`src/rtl/mult_div_unit_pkg.sv`:
```
// Shared definitions for the iterative multiply/divide unit: op encodings,
// FSM states and the default datapath width.
package mult_div_unit_pkg;

    localparam int MD_WIDTH = 32;

    typedef enum logic [1:0] {
        MD_MULT  = 2'b00,
        MD_MULTU = 2'b01,
        MD_DIV   = 2'b10,
        MD_DIVU  = 2'b11
    } md_op_t;

    typedef enum logic [1:0] {
        ST_IDLE = 2'b00,
        ST_RUN  = 2'b01,
        ST_FIX  = 2'b10
    } md_state_t;

endpackage

```
`src/rtl/mult_div_unit_md_step.sv`:
```
// One radix-2 iteration: shift-add for multiply (acc:q shifts right) or
// restoring shift-subtract for divide (acc:q shifts left).
module md_step #(
    parameter int WIDTH = 32
) (
    input  logic             is_div,
    input  logic [WIDTH:0]   acc,
    input  logic [WIDTH-1:0] q,
    input  logic [WIDTH-1:0] operand,
    output logic [WIDTH:0]   acc_next,
    output logic [WIDTH-1:0] q_next
);

    logic [WIDTH:0]   sum;
    logic [WIDTH:0]   shifted;
    logic [WIDTH+1:0] diff;

    always_comb begin
        sum      = acc + (q[0] ? {1'b0, operand} : '0);
        shifted  = {acc[WIDTH-1:0], q[WIDTH-1]};
        diff     = {1'b0, shifted} - {2'b00, operand};
        acc_next = {1'b0, sum[WIDTH:1]};
        q_next   = {sum[0], q[WIDTH-1:1]};
        if (is_div) begin
            // A non-negative trial difference means the divisor fits: keep it.
            if (!diff[WIDTH+1]) begin
                acc_next = diff[WIDTH:0];
                q_next   = {q[WIDTH-2:0], 1'b1};
            end else begin
                acc_next = shifted;
                q_next   = {q[WIDTH-2:0], 1'b0};
            end
        end
    end

endmodule

```
`src/rtl/mult_div_unit.sv`:
```
// Iterative MULT/MULTU/DIV/DIVU unit feeding the HI/LO registers; fixed
// 33-cycle latency from the start edge to the done pulse.
module mult_div_unit
    import mult_div_unit_pkg::*;
#(
    parameter int WIDTH = MD_WIDTH
) (
    input  logic             clk,
    input  logic             rst,
    input  logic             start,
    input  logic [1:0]       op,
    input  logic [WIDTH-1:0] a,
    input  logic [WIDTH-1:0] b,
    output logic             busy,
    output logic             done,
    output logic [WIDTH-1:0] hi,
    output logic [WIDTH-1:0] lo
);

    md_state_t          state, next_state;
    logic [4:0]         count;
    logic [1:0]         op_r;
    logic               neg_a, neg_b;
    logic [WIDTH:0]     acc, acc_next;
    logic [WIDTH-1:0]   q, q_next, operand;
    logic               signed_in, signed_op;
    logic [WIDTH-1:0]   mag_a, mag_b;
    logic [2*WIDTH-1:0] prod, prod_fix;
    logic [WIDTH-1:0]   quo_fix, rem_fix;

    md_step #(.WIDTH(WIDTH)) u_step (
        .is_div   (op_r[1]),
        .acc      (acc),
        .q        (q),
        .operand  (operand),
        .acc_next (acc_next),
        .q_next   (q_next)
    );

    assign signed_in = (op == MD_MULT) || (op == MD_DIV);
    assign signed_op = (op_r == MD_MULT) || (op_r == MD_DIV);
    assign mag_a     = (signed_in && a[WIDTH-1]) ? -a : a;
    assign mag_b     = (signed_in && b[WIDTH-1]) ? -b : b;
    assign busy      = (state != ST_IDLE);

    always_ff @(posedge clk or posedge rst) begin
        if (rst) state <= ST_IDLE;
        else     state <= next_state;
    end

    always_comb begin
        next_state = state;
        case (state)
            ST_IDLE: if (start) next_state = ST_RUN;
            ST_RUN:  if (count == 5'd31) next_state = ST_FIX;
            ST_FIX:  next_state = ST_IDLE;
            default: next_state = ST_IDLE;
        endcase
    end

    // Sign fixup. A zero divisor leaves acc = |a| and q = all ones, so the
    // remainder fixup alone restores the raw dividend into hi.
    always_comb begin
        prod     = {acc[WIDTH-1:0], q};
        prod_fix = (signed_op && (neg_a ^ neg_b)) ? -prod : prod;
        rem_fix  = (signed_op && neg_a) ? -acc[WIDTH-1:0] : acc[WIDTH-1:0];
        quo_fix  = q;
        if (operand != '0 && signed_op && (neg_a ^ neg_b))
            quo_fix = -q;
    end

    always_ff @(posedge clk or posedge rst) begin
        if (rst) begin
            count   <= '0;
            op_r    <= '0;
            neg_a   <= 1'b0;
            neg_b   <= 1'b0;
            acc     <= '0;
            q       <= '0;
            operand <= '0;
            hi      <= '0;
            lo      <= '0;
            done    <= 1'b0;
        end else begin
            done <= (state == ST_FIX);
            case (state)
                ST_IDLE: if (start) begin
                    op_r    <= op;
                    neg_a   <= signed_in && a[WIDTH-1];
                    neg_b   <= signed_in && b[WIDTH-1];
                    acc     <= '0;
                    q       <= op[1] ? mag_a : mag_b;
                    operand <= op[1] ? mag_b : mag_a;
                    count   <= '0;
                end
                ST_RUN: begin
                    acc   <= acc_next;
                    q     <= q_next;
                    count <= count + 5'd1;
                end
                ST_FIX: begin
                    if (op_r[1]) begin
                        hi <= rem_fix;
                        lo <= quo_fix;
                    end else begin
                        hi <= prod_fix[2*WIDTH-1:WIDTH];
                        lo <= prod_fix[WIDTH-1:0];
                    end
                end
                default: ;
            endcase
        end
    end

endmodule

```
`config.mk`:
```
export PLATFORM = sky130hd
export DESIGN_NAME = mult_div_unit
export DESIGN_NICKNAME = d
export VERILOG_FILES = /design/src/rtl/mult_div_unit_pkg.sv /design/src/rtl/mult_div_unit_md_step.sv /design/src/rtl/mult_div_unit.sv
export SDC_FILE = /design/constraint.sdc
export NUM_CORES = 1
export LEC_CHECK = 0
export ABC_CLOCK_PERIOD_IN_PS = 6500
export CAP_MARGIN = 20
export CORE_MARGIN = 1
export CORE_UTILIZATION = 55
export CTS_CLUSTER_DIAMETER = 40
export DETAILED_ROUTE_END_ITERATION = 10
export GPL_TIMING_DRIVEN = 0
export PLACE_DENSITY = 0.77
export SLEW_MARGIN = 20
export SYNTH_ARGS = -nofsm -noshare
export SYNTH_HDL_FRONTEND = slang
export SYNTH_SLANG_ARGS = --single-unit
```
`constraint.sdc`:
```
create_clock -name clk -period 6.5 [get_ports clk]
set_input_delay 1.3 -clock clk [delete_from_list [all_inputs] [get_ports clk]]
set_output_delay 1.3 -clock clk [all_outputs]
set_load 0.02 [all_outputs]
```
==> flow_summary.ini, run 1 <==
[floorplanning]
fp.dieW_um = 162.6
die_h_um = 162.6
die_area_sq_um = 26440
rows = 58
core_sq_um = 25250
start_util_pct = 56.18
ios = 135

[grt]
grt_pass1_wl_um = 75020
grt_use_met3_pct = 5.220
antenna_found_initial = 2
grt_use_met2_pct = 57.03
top_usage_layer = met2
grt-ovfl-total = 0
grt_use_met1_pct = 53.27
grt_max_degree = 107
track_usage_pct = 36.88
grt_pass1_vias = 13554

[power]
peakVddDrop_uv = 430.5
clockPowerShare_pct = 11.6
p_per_area_nw_per_um2 = 574.2
comb_power_share_pct = 66.6
total_leakage_power_nw = 6.856
p_sw_mw = 5.028
p_seq_share_pct = 21.8
internal_power_mw = 4.507
switching_share_pct = 52.73

[synth]
synth_area_leaders = dfrtp_1 (31%), o21ai_0 (8.0%), nand2_1 (6.7%)
dominantRegCellSynth = dfrtp_1
ys_seq_area_share_pct = 30.51
netlist-cell-type-count = 70
synth_area_sq_um = 14190
syn-num-nets = 1983
postSynth.asyncResetShare_pct = 100.0
synth_largest_area_cell = dfrtp_1
syn_inst = 1842
ys_ff_latch = 173
synth-edff-count = 0
avgSynthCellArea_sq_um = 7.703
synth-warning-count = 0
yosys.area.top_type_share_pct = 30.51

[sta]
fin_crit_sh_pct = 72.47
finalHoldViolCount = 0
slew_violations = 0
min_period_ns = 4.711
fmax_mhz = 212.3
holdWs_ns = 0.4843
rsz0062_at_grt = false
relSlewSlack_pct = 43.66
tightest_slew_ns = 0.8374
clock-skew-final_ns = 0.02178
setup_ws_ns = 1.789
finalSetupViolCount = 0

[setup_path]
reg2reg_slack_ns = 1.79
reg2reg_depth = 15
start_kind = register
crit_fanout = 10
arrival_ns = 5.05
end_kind = register
crit_required_ns = 6.84
critPathKind = register to register

[clock_tree]
clk_path_buf_depth = 2
clock_latency_ns = 0.45
cts.repair.resized = 0
cts-root-buf = clkbuf_16
htreeDepth = 4
cts_made_buffers = 17
post-cts-setup-buffers = 0
clk_pin_slew_ns = 0.09
cts.sinks = 173
postCtsHoldBufs = 0
cts_tree = yes

[finish]
drive_above_1_share_pct = 2.938
layout.nets = 2136
register_area_sq_um = 4329
fillerInstances = 2269
final_common_cell = nand2_1
syn2layout_area_growth_pct = 17.03
multi_input_area_sq_um = 9184
layout_common_cells = nand2_1 (253), o21ai_0 (226), dfrtp_1 (173)

[place]
hpwl_um = 38220
port_buffers = 133
gp_congestion = 1.019
place_ws_ns = 1.842

[detailed_routing]
vias = 14739
drt-total-wl_um = 48690
vias_per_cell = 6.301
avgRoutedWirePerCell_um = 20.82
drc = 0
first_pass_iters = 6
ant_nets = 0
drtIter0Drc = 1820

[hold_path]
hold-path-cell-count = 2
hold_class = register to register

[run]
maxCapViolCount = 0

[outcome]
status = completed
## Yosys cell counts (6+ instances only)
cell type / count
nand2_1: 253
o21ai_0: 226
dfrtp_1: 173
nor2_1: 166
a21oi_1: 150
xnor2_1: 93
clkbuf_1: 92
xor2_1: 83
inv_1: 73
ha_1: 70
a211oi_1: 47
o211ai_1: 41
nor3_1: 38
mux2i_1: 35
nand3_1: 27
a21o_1: 23
nor4_1: 23
o31ai_1: 20
a31oi_1: 18
and2_1: 17
nand2b_1: 14
o21bai_1: 14
o21a_1: 13
nand4_1: 12
or3_1: 11
a22oi_1: 10
buf_1: 9
nor2b_1: 8
or4_1: 7
a221oi_1: 6
## worst paths after layout
check / from / end
setup / recovery: q[0] / acc[31]
hold / removal: lo[11] / lo[11]
setup reg to reg: q[0] / acc[31]
hold reg to reg: lo[11] / lo[11]
max in group asynchronous: rst / acc[3]
min in group asynchronous: rst / lo[15]
## worst max-delay path, cell delays in order (launching register included)
cell and delay, ns:
dfrtp_1 0.51, inv_1 0.30, clkbuf_1 0.44, nor2_1 0.08
ha_1 0.41, o21a_1 0.16, nor2_1 0.05, or4b_2 0.62
o21ai_0 0.50, a41oi_1 0.31, o21ai_0 0.46, a41oi_1 0.30
nand3_1 0.15, o21ai_0 0.08, o21ai_0 0.17, nand2_1 0.07
## metrics by stage
| stage | instances | total power [mW] | TNS (ns) | utilization [%] | area (sq um) |
|---|---|---|---|---|---|
| after floorplan | 1842 | 6.460 | 0 | - | 14190 |
| after global placement | 2305 | 8.110 | -284.77 | 63.09 | 15930 |
| after detailed placement | 2306 | 8.238 | 0 | 63.23 | 15970 |
| after CTS | 2338 | 9.351 | 0 | 65.74 | 16600 |
| after global routing | 2338 | 10.24 | 0 | 65.74 | 16600 |
| final | 2339 | 9.535 | 0 | 65.75 | 16600 |
## power by group through the flow
| stage | registers, mW | clock network (mW) | logic (mW) |
|---|---|---|---|
| after floorplan | 1.88 | 0 | 4.58 |
| after global placement | 2.05 | 0 | 6.06 |
| after detailed placement | 2.06 | 0 | 6.18 |
| after CTS | 2.04 | 1.09 | 6.22 |
| after global routing | 2.10 | 1.14 | 7.00 |
| final | 2.08 | 1.10 | 6.35 |
## cells by family (layout without fill, tap and decap cells)
family,after synthesis,count (layout),synth area share (%)
buffers and inverters,178,344,4.762
other,0,1,0
and+or+nand+nor,601,601,19.06
AOI/OAI and AO/OA,603,603,25.54
adders and majority gates,72,72,6.455
xor gates and xnor gates,176,176,10.86
DFF,173,173,30.51
muxes,39,39,2.813
## state kept, by name, summed over array words and instances, names as in the netlist
name,cells
state,2
acc,33
op_r,2
done,1
count,5
operand,32
hi,32
neg_b,1
q,32
neg_a,1
lo,32
## per-layer routing
metal / wire (um) / share of wire [%]
met1: 21050 / 43
met2: 21620 / 44
met3: 4753 / 9.8
met4: 1268 / 2.6
met5: 0 / 0
## final cells by class
type	instances	share of cell area, %
multi-input cells	1491	55.31
flip-flops and latches	173	26.07
diodes	1	0.01507
repair buffers	134	8.183
clock inverters	15	1.258
inverters	73	1.695
well taps	330	2.487
clock buffers	17	2.562
plain buffers	105	2.419
Note: power is estimated with default switching activity, not from simulation.
==> inputs of run 2 (changes only) <==
--- a/config.mk
+++ b/config.mk
@@ -5,7 +5,7 @@
 export SDC_FILE = /design/constraint.sdc
 export NUM_CORES = 1
 export LEC_CHECK = 0
-export ABC_CLOCK_PERIOD_IN_PS = 6500
+export ABC_CLOCK_PERIOD_IN_PS = 4600
 export CAP_MARGIN = 20
 export CORE_MARGIN = 1
 export CORE_UTILIZATION = 55
==> constraint.sdc (replaced) <==
create_clock -name clk -period 4.6 [get_ports clk]
set_input_delay 0.92 -clock clk [delete_from_list [all_inputs] [get_ports clk]]
set_output_delay 0.92 -clock clk [all_outputs]
set_load 0.02 [all_outputs]
==> run 2 against run 1 <==
Compared with the run above: sequential cell count did not move; non-clock buffer count rose by 4; critical path depth fell by 2; die area did not move; wire length rose by 0.12%; register-to-register slack got worse by 1.6 ns; clock power rose by 44%; worst hold slack got worse by 0.0021 ns; combinational power rose by 41%; core utilization rose by 0.27 points; sequential power rose by 41%; final cell count rose by 0.13%; critical path type unchanged; critical endpoint is now acc[25].
==> flow_summary.ini, run 2 (synthesized netlist as in run 1, its figures left out) <==
[setup_path]
arrival_ns = 4.71
crit_fanout = 10
cp-startpoint = acc[3]
reg2reg_slack_ns = 0.21
cp_slowest_cell = clkbuf_1
end_kind = register
path_buf_inv = 2
critPathMaxStageDelay_ns = 0.59
reg2reg_from = acc[3]
r2r-end = acc[25]
start_kind = register
cp.depth = 13
critPathKind = register to register
crit_required_ns = 4.93
crit_chain = ha_1 > a21oi_1 > nand2_1 > o21ai_0 > o2111ai_1 > nand3_1 > nand2_1 > a21oi_1 > buf_1 > clkbuf_1 > nand2_1 > o21ai_0 > o21ai_0
cpLargestDelayFamily = compound AO/OA/AOI/OAI gates
reg2reg_depth = 13
cp-endpoint = acc[25]

[sta]
fin_crit_sh_pct = 95.40
min_period_ns = 4.389
fmax_mhz = 227.9
finalSetupViolCount = 0
tightest_slew_ns = 0.8887
clock-skew-final_ns = 0.02090
slew_violations = 0
tns_ns = 0
relSlewSlack_pct = 40.75
rsz0062_at_grt = false
finalHoldViolCount = 0

[detailed_routing]
drt-total-wl_um = 48750
first_pass_iters = 6
avgRoutedWirePerCell_um = 20.81
vias_per_cell = 6.284
drtIter0Drc = 1585
vias = 14716
drc = 0
ant_nets = 0

[finish]
antenna_cells = 0
largest_register = acc
multi_input_area_sq_um = 9184
drive_above_1_share_pct = 3.231
largest_reg_flops = 33
fillerInstances = 2241
register_area_sq_um = 4329
syn2layout_area_growth_pct = 17.50
final_common_cell = nand2_1
layout_common_cells = nand2_1 (253), o21ai_0 (225), dfrtp_1 (173)
layout.nets = 2140
fin_area_sq_um = 16670

[grt]
antenna_found_initial = 0
track_usage_pct = 36.78
grt_use_met3_pct = 7.359
grt_pass1_wl_um = 75040
grt_pass1_vias = 13631
grt-ovfl-total = 0
top_usage_layer = met2
grt_max_degree = 36
grt_use_met2_pct = 58.12
grt_use_met1_pct = 50.85

[floorplanning]
ios = 135
rows = 58
core_sq_um = 25250
fp.dieW_um = 162.6
start_util_pct = 56.18
die_h_um = 162.6
die_area_sq_um = 26440

[power]
p_sw_mw = 7.061
total_power_mw = 13.49
p_per_area_nw_per_um2 = 808.9
p_seq_share_pct = 21.8
internal_power_mw = 6.426
total_leakage_power_nw = 6.889
switching_share_pct = 52.36
comb_power_share_pct = 66.5
clockPowerShare_pct = 11.7
peakVddDrop_uv = 556.2

[run]
maxCapViolCount = 0

[clock_tree]
cts_tree = yes
postCtsHoldBufs = 0
cts.sinks = 173
cts-root-buf = clkbuf_16
post-cts-setup-buffers = 0
htreeDepth = 4
cts.repair.resized = 0
clk_pin_slew_ns = 0.08
cts_made_buffers = 17
clk_path_buf_depth = 2
clock_latency_ns = 0.45

[outcome]
status = completed

[hold_path]
hold_class = register to register

[place]
gp_congestion = 1.006
placed_cell_area_sq_um = 16040
port_buffers = 133
hpwl_um = 38370
run 2: final cells by class:
| class | count | area share (%) |
|---|---|---|
| clock inverter | 15 | 1.246 |
| buffer | 105 | 2.424 |
| sequential | 173 | 25.97 |
| tap | 330 | 2.477 |
| clock buffer | 17 | 2.552 |
| multi-input combinational | 1491 | 55.08 |
| timing repair buffer | 138 | 8.585 |
| inverter | 73 | 1.666 |
run 2: per-layer routing:
| metal | vias to the layer above | share of wire (%) |
|---|---|---|
| li1 | 6870 | - |
| met1 | 6997 | 43 |
| met2 | 746 | 45 |
| met3 | 103 | 9.6 |
| met4 | 0 | 2.5 |
| met5 | - | 0 |
run 2: how the worst min path moves through the flow:
stage / cells after the start / to / slack (ns) / start
floorplan: 1 / count[3] / 0.45 / count[3]
global placement: 2 / lo[7] / 0.46 / lo[7]
detailed placement: 2 / lo[24] / 0.47 / lo[24]
CTS: 2 / lo[24] / 0.49 / lo[24]
global route: 2 / lo[6] / 0.50 / lo[6]
finish: 2 / hi[30] / 0.48 / hi[30]
run 2: tightest hold or removal path: stages, from the launching register on:
cell and delay (ns):
dfrtp_1 0.35, nand2_1 0.04, o21ai_0 0.06
run 2: power by group through the flow:
| stage | logic, mW | clock network (mW) | registers (mW) |
|---|---|---|---|
| finish | 8.97 | 1.58 | 2.94 |
| global route | 9.83 | 1.63 | 2.99 |
| CTS | 8.76 | 1.57 | 2.89 |
| detailed placement | 8.69 | 0 | 2.91 |
| global placement | 8.53 | 0 | 2.89 |
| floorplan | 6.47 | 0 | 2.65 |
run 2: stage by stage:
| stage | util [%] | cells | worst slack, ns | hold slack, ns |
|---|---|---|---|---|
| floorplan | - | 1842 | 1.089 | 0.4489 |
| global placement | 63.10 | 2305 | 0.05477 | 0.4609 |
| detailed placement | 63.50 | 2310 | 0.07826 | 0.4692 |
| CTS | 66.01 | 2342 | 0.04735 | 0.4864 |
| global route | 66.02 | 2342 | 0.06547 | 0.5030 |
| finish | 66.02 | 2342 | 0.2114 | 0.4821 |
